===== src/rtl/univ_shift_pkg.sv =====
// Shared types and the one-bit step function for the universal shift register.
package univ_shift_pkg;

    // Widest register the step function supports; the top zero-extends into it.
    localparam int C_MAX_BITS = 64;
    localparam int C_IDX_BITS = 6;

    typedef enum logic [2:0] {
        OP_NOP  = 3'd0,
        OP_SHL  = 3'd1,
        OP_SHR  = 3'd2,
        OP_LOAD = 3'd3,
        OP_ROL  = 3'd4,
        OP_ROR  = 3'd5,
        OP_ASR  = 3'd6,
        OP_CLR  = 3'd7
    } shift_op_t;

    typedef enum logic [1:0] {
        ST_IDLE  = 2'd0,
        ST_SHIFT = 2'd1,
        ST_DONE  = 2'd2
    } shift_state_t;

    // True for the operations that iterate AMT times.
    function automatic logic is_shift_op(input shift_op_t op);
        return (op == OP_SHL) || (op == OP_SHR) || (op == OP_ROL) ||
               (op == OP_ROR) || (op == OP_ASR);
    endfunction

    // One-bit step of a register whose MSB sits at msb_idx. Bits above msb_idx
    // may hold garbage on return; the caller truncates to its own width.
    function automatic logic [C_MAX_BITS-1:0] shift_step(
        input logic [C_MAX_BITS-1:0] q,
        input shift_op_t             op,
        input logic                  sli,
        input logic                  sri,
        input logic [C_IDX_BITS-1:0] msb_idx
    );
        logic [C_MAX_BITS-1:0] res;
        res = q;
        case (op)
            OP_SHL: begin res = q << 1; res[0]       = sli;        end
            OP_SHR: begin res = q >> 1; res[msb_idx] = sri;        end
            OP_ROL: begin res = q << 1; res[0]       = q[msb_idx]; end
            OP_ROR: begin res = q >> 1; res[msb_idx] = q[0];       end
            OP_ASR: begin res = q >> 1; res[msb_idx] = q[msb_idx]; end
            default: res = q;
        endcase
        return res;
    endfunction

endpackage


===== src/rtl/univ_shift_ctrl.sv =====
// Command handshake, step counter and IDLE/SHIFT/DONE sequencing.
module univ_shift_ctrl
    import univ_shift_pkg::*;
#(
    parameter int C_AMT_BITS = 5
) (
    input  logic                  ck,
    input  logic                  rn,
    input  logic                  cmd_valid,
    input  logic [2:0]            op,
    input  logic [C_AMT_BITS-1:0] amt,
    output logic                  cmd_ready,
    output logic                  busy,
    output logic                  done,
    output logic                  dp_en,
    output logic [2:0]            dp_op
);

    shift_state_t          state_q, state_d;
    shift_op_t             op_q, op_d;
    logic [C_AMT_BITS-1:0] cnt_q, cnt_d;
    shift_op_t             op_in;
    shift_op_t             dp_op_e;

    assign op_in = shift_op_t'(op);

    // Next-state, counter and datapath-enable decode.
    always_comb begin
        // NOTE: every output of this block gets a default first so no path leaves it unassigned (no latches).
        state_d = state_q;
        op_d    = op_q;
        cnt_d   = cnt_q;
        dp_en   = 1'b0;
        dp_op_e = op_q;
        case (state_q)
            ST_IDLE: begin
                if (cmd_valid) begin
                    op_d    = op_in;
                    dp_op_e = op_in;
                    cnt_d   = '0;
                    state_d = ST_DONE;
                    if (is_shift_op(op_in)) begin
                        // The first step happens on the accept edge itself.
                        if (amt != '0) begin
                            dp_en = 1'b1;
                            cnt_d = amt - C_AMT_BITS'(1);
                            if (amt != C_AMT_BITS'(1)) state_d = ST_SHIFT;
                        end
                    end else begin
                        dp_en = (op_in == OP_LOAD) || (op_in == OP_CLR);
                    end
                end
            end
            ST_SHIFT: begin
                dp_en = 1'b1;
                cnt_d = cnt_q - C_AMT_BITS'(1);
                if (cnt_q == C_AMT_BITS'(1)) state_d = ST_DONE;
            end
            ST_DONE:  state_d = ST_IDLE;
            default:  state_d = ST_IDLE;
        endcase
    end

    // Control state registers.
    always_ff @(posedge ck or negedge rn) begin
        // NOTE: sequential state uses non-blocking assignments so all flops update from pre-edge values.
        if (!rn) begin
            state_q <= ST_IDLE;
            op_q    <= OP_NOP;
            cnt_q   <= '0;
        end else begin
            state_q <= state_d;
            op_q    <= op_d;
            cnt_q   <= cnt_d;
        end
    end

    // Status comes straight from the state flops; CMD_VALID never reaches CMD_READY.
    assign cmd_ready = (state_q == ST_IDLE);
    assign busy      = (state_q != ST_IDLE);
    assign done      = (state_q == ST_DONE);
    assign dp_op     = dp_op_e;

endmodule


===== src/rtl/univ_shift_reg_seq.sv =====
// Universal shift register with multi-cycle shift/rotate commands over a
// valid/ready handshake. Supports widths from 2 up to 64 bits.
module univ_shift_reg_seq
    import univ_shift_pkg::*;
#(
    parameter int C_NUM_BITS = 24,
    parameter int C_AMT_BITS = $clog2(C_NUM_BITS) + 1
) (
    input  logic                  CK,
    input  logic                  RN,
    input  logic                  CMD_VALID,
    output logic                  CMD_READY,
    input  logic [2:0]            OP,
    input  logic [C_AMT_BITS-1:0] AMT,
    input  logic [C_NUM_BITS-1:0] D,
    input  logic                  SLI,
    input  logic                  SRI,
    output logic [C_NUM_BITS-1:0] Q,
    output logic                  SLO,
    output logic                  SRO,
    output logic                  BUSY,
    output logic                  DONE
);

    localparam logic [C_IDX_BITS-1:0] C_MSB_IDX = C_IDX_BITS'(C_NUM_BITS - 1);

    logic [C_NUM_BITS-1:0] q_q, q_d;
    logic                  dp_en;
    logic [2:0]            dp_op;
    shift_op_t             dp_op_e;

    univ_shift_ctrl #(
        .C_AMT_BITS (C_AMT_BITS)
    ) u_ctrl (
        .ck        (CK),
        .rn        (RN),
        .cmd_valid (CMD_VALID),
        .op        (OP),
        .amt       (AMT),
        .cmd_ready (CMD_READY),
        .busy      (BUSY),
        .done      (DONE),
        .dp_en     (dp_en),
        .dp_op     (dp_op)
    );

    assign dp_op_e = shift_op_t'(dp_op);

    // Load/clear/step mux; the register holds whenever the controller does not enable it.
    always_comb begin
        q_d = q_q;
        if (dp_en) begin
            case (dp_op_e)
                OP_LOAD: q_d = D;
                OP_CLR:  q_d = '0;
                default: q_d = C_NUM_BITS'(shift_step(C_MAX_BITS'(q_q), dp_op_e, SLI, SRI, C_MSB_IDX));
            endcase
        end
    end

    // Datapath register.
    always_ff @(posedge CK or negedge RN) begin
        // NOTE: Q is a plain register, not a memory, so it takes the async reset like the control flops.
        if (!RN) q_q <= '0;
        else     q_q <= q_d;
    end

    assign Q   = q_q;
    assign SLO = q_q[C_NUM_BITS-1];
    assign SRO = q_q[0];

endmodule


===== config.mk =====
export PLATFORM = sky130hd
export DESIGN_NAME = univ_shift_reg_seq
export DESIGN_NICKNAME = d
export VERILOG_FILES = /design/src/rtl/univ_shift_pkg.sv /design/src/rtl/univ_shift_ctrl.sv /design/src/rtl/univ_shift_reg_seq.sv
export SDC_FILE = /design/constraint.sdc
export NUM_CORES = 1
export LEC_CHECK = 0
export CORE_MARGIN = 2
export CORE_UTILIZATION = 35
export DETAILED_ROUTE_END_ITERATION = 7
export PLACE_DENSITY = 0.64
export SETUP_SLACK_MARGIN = 0.2
export SYNTH_ARGS = -nofsm -noshare
export SYNTH_HDL_FRONTEND = slang
export SYNTH_HIERARCHICAL = 1
export SYNTH_SLANG_ARGS = --single-unit

===== constraint.sdc =====
create_clock -name CK -period 2.5 [get_ports CK]
set_input_delay 0.375 -clock CK [delete_from_list [all_inputs] [get_ports CK]]
set_output_delay 0.375 -clock CK [all_outputs]
set_load 0.005 [all_outputs]

==> results by group <==
Die
  • Placeable Area: 7210 sq um
  • Initial Utilization: a little over a third
  • Height of the die: 90.1 um
  • Boundary Pins: 67
  • Placement Rows: 31
  • Overall die area: slightly above 8000 sq um
  • Die outline width: approximately 90 um

Logic synthesis
  • Number of flops mapped to enable cells by yosys: 0
  • Syn avg cell area: 9.30 sq um
  • Share of synthesized flip-flops with an asynchronous set or reset: 100%
  • Unique masters post-synth: 59
  • Count of warnings emitted by yosys: 6
  • Number of instances in the synthesized netlist: about 280
  • Netlist area before placement: 2590 sq um
  • Dominant register cell in the synthesized netlist: dfrtp_1
  • Sequential element share of the synthesized area: about a third
  • Syn nets: 322
  • Count of state elements after synthesis: 35

Route
  • DR pass1 iterations: 4
  • DR vias: 2,523
  • Avg WL per Cell: 15.8 um
  • Detailed-route wire length: 7380 um
  • Detailed route wirelength on metal2: ~3500 um
  • Initial DRC count: 129
  • Number of routed nets with antenna violations: 0
  • Total routed wire length on the met1 layer: 3600 um
  • WL met3: 235 um
  • Top routing layer in use: met4
  • Via-per-instance ratio: 5.41
  • Number of DRC violations after detailed routing: 0

Global routing
  • Maximum number of pins on one net before global-route repair: 36
  • GRT Residual Overflow: 0
  • Number of antenna violations at the first check in global routing: 0
  • Wire length of the first global-routing pass: 11,900 um
  • Vias in the first global route: 2,346
  • All-Layer GR Usage: 17.9%

Timing
  • Worst Slack Setup Final: 256 ps
  • Worst Skew: 5.82 ps
  • Max Clock Freq: about 450 MHz
  • RSZ-0062 raised after global routing: no
  • Worst hold margin: roughly 500 ps
  • Worst-case headroom to the max-slew limit: 68.2%
  • Period utilisation layout: 89.8%
  • Worst slew pin tran: around 470 ps
  • Total count of max-transition violations in the final report: 0
  • Number of hold violations in the final report: 0
  • Minimum clock period: 2240 ps
  • Count of final setup violators: 0

Pwr
  • Pleak: 1.55 nW
  • Power Density: 1450 nW/um^2
  • Switching power: around 2.3 mW
  • Sequential power share: 23.4%
  • Switching portion of total power: 42.0%
  • Peak VDD IR: 0.619 mV
  • Part of the power in the clock network: 10.0%
  • Internal power of the cells: between 3 and 4 mW
  • Part of the total power dissipated in combinational logic: 66.6%

Clock tree
  • Clock transition at the registers of the reported paths: 80 ps
  • Clock insertion delay at the later pin of the skew report: 290 ps
  • Clock tree root buffer cell: clkbuf_8
  • Total CTS buffers: 5
  • Clock sink total: 35
  • CTS H-tree lvls: 2
  • CTS tree: done
  • Worst-case clock buffer depth: 2

Worst setup path
  • Worst-path fanout max: 7
  • CP max-delay cell: dfrtp_2
  • Critical path data arrival time: 2420 ps
  • CP Capture Type: flop
  • Kind of start point of the critical path: flop
  • Required time reported for the critical path endpoint: 2670 ps
  • Largest stage delay on the critical path: ~440 ps
  • Cell chain of the critical path: or3b_4 -> mux2_4 -> buf_2 -> o31a_1 -> buf_4 -> o32a_1
  • Category of the most critical setup path: reg -> reg

Finish
  • Final core area utilization: 51.7%
  • Antenna Cells: 0
  • Multi-input combinational cell area: roughly 1600 sq um
  • Fraction of final layout cells sized beyond drive strength 1: 20.7%
  • Relative area change from synthesis to final layout: 43.7%
  • Finished Cell Area: 3730 sq um
  • Post-layout nets: 409
  • Combined flip-flop and latch cell area: 878 sq um
  • Final non-filler cell total: 466
  • Count of fill cells added during filler insertion: 705

Place
  • Hpwl dp: between 5000 and 6000 um
  • Placed inst area: 3470 sq um
  • Number of placed instances, taps included: around 450
  • Port-buffer cells: 66
  • Place WS: -165 ps
  • RD Place Congestion: approximately 0.86

Status
  • Status: completed

Worst hold path
  • Tightest Hold Check Type: in -> async

Flow run
  • Max-cap check violation count: 0
==> sequential cells by signal, summed over array words and instances, names as in the netlist <==
register        count
u_ctrl/cnt_q        6
u_ctrl/op_q         3
Q                  24
u_ctrl/state_q      2
==> power groups by stage <==
stage	Clock, mW	Sequential (mW)	Combinational [mW]
floorplan	0	1.17	2.20
global placement	0	1.26	3.30
detailed placement	0	1.26	3.34
CTS	0.555	1.26	3.40
global route	0.575	1.32	3.95
finish	0.540	1.26	3.60
==> cell families (layout without fill, tap and decap cells) <==
family / after synthesis / after routing / share of synthesized area [%]
simple gates: 98 / 98 / 22.3
compound gates: 96 / 96 / 29.0
flops: 35 / 35 / 33.8
buf+inv: 35 / 122 / 8.29
xor+xnor: 6 / 6 / 2.03
fa+ha+maj: 5 / 5 / 2.41
mux: 4 / 5 / 2.17
==> cells in the mapped netlist, types with 6 or more instances <==
master	n	area share, %
dfrtp_1	35	34
nand2_1	24	3.5
and3_1	23	5.5
a211oi_1	18	5.2
a221oi_1	18	6.1
o31ai_1	18	5.2
a21oi_1	10	1.9
buf_4	8	2.3
inv_1	8	1.2
nand2b_1	8	1.9
buf_2	7	1.3
buf_6	6	2.6
nor2_1	6	0.87
==> layout make-up <==
type	count	share of cell area [%]
Clock inverter	2	0.939
Sequential cell	35	23.5
Multi-Input combinational cell	210	42.0
Clock buffer	6	2.21
Tap cell	99	3.32
Timing Repair Buffer	105	27.1
Inverter	9	0.906
==> path summary, 6_finish.rpt <==
kind	startpoint	slack, ps	to	cells after the start
setup reg to reg	u_ctrl/state_q[1]	260	Q[0]	6
max in group asynchronous	RN	1630	u_ctrl/state_q[0]	2
min in group CK	u_ctrl/cnt_q[5]	550	u_ctrl/cnt_q[5]	2
setup / recovery	u_ctrl/state_q[1]	260	Q[0]	6
hold reg to reg	u_ctrl/cnt_q[5]	550	u_ctrl/cnt_q[5]	2
hold / removal	RN	500	Q[8]	2
==> placed cells by master, fill, tap and decap left out, types with 9 or more instances in the layout <==
cell / n
and3_1: 23
buf_4: 32
a221oi_1: 15
o31ai_1: 18
clkdlybuf4s50_1: 65
nand2_1: 23
a21oi_1: 9
dfrtp_1: 33
a211oi_1: 18
==> what timing repair did <==
action,CTS,global route
setup endpoints to repair,22,23
pin swaps,0,2
gates resized for setup,2,12
cloned,1,0
hold buffers,0,0
setup buffers,1,10
==> critical path: cells and delay by family (launching register included) <==
family	cells	cell delay, ps
and+or+nand+nor	1	430
DFF	1	440
muxes	1	360
buffers and inverters	2	350
AOI/OAI and AO/OA	2	550
==> layer usage <==
| metal | vias up | GRT usage (%) |
|---|---|---|
| li1 | 1253 | - |
| met1 | 1222 | 25.4 |
| met2 | 44 | 28.6 |
| met3 | 4 | 2.77 |
| met4 | 0 | 4.23 |
| met5 | - | 0 |
==> through the flow <==
step                setup TNS, ps  power, mW
floorplan                       0       3.36
global placement            -2580       4.56
detailed placement          -3270       4.60
CTS                             0       5.21
global route                    0       5.84
finish                          0       5.41
No activity file was read; power rests on OpenSTA's default activity.
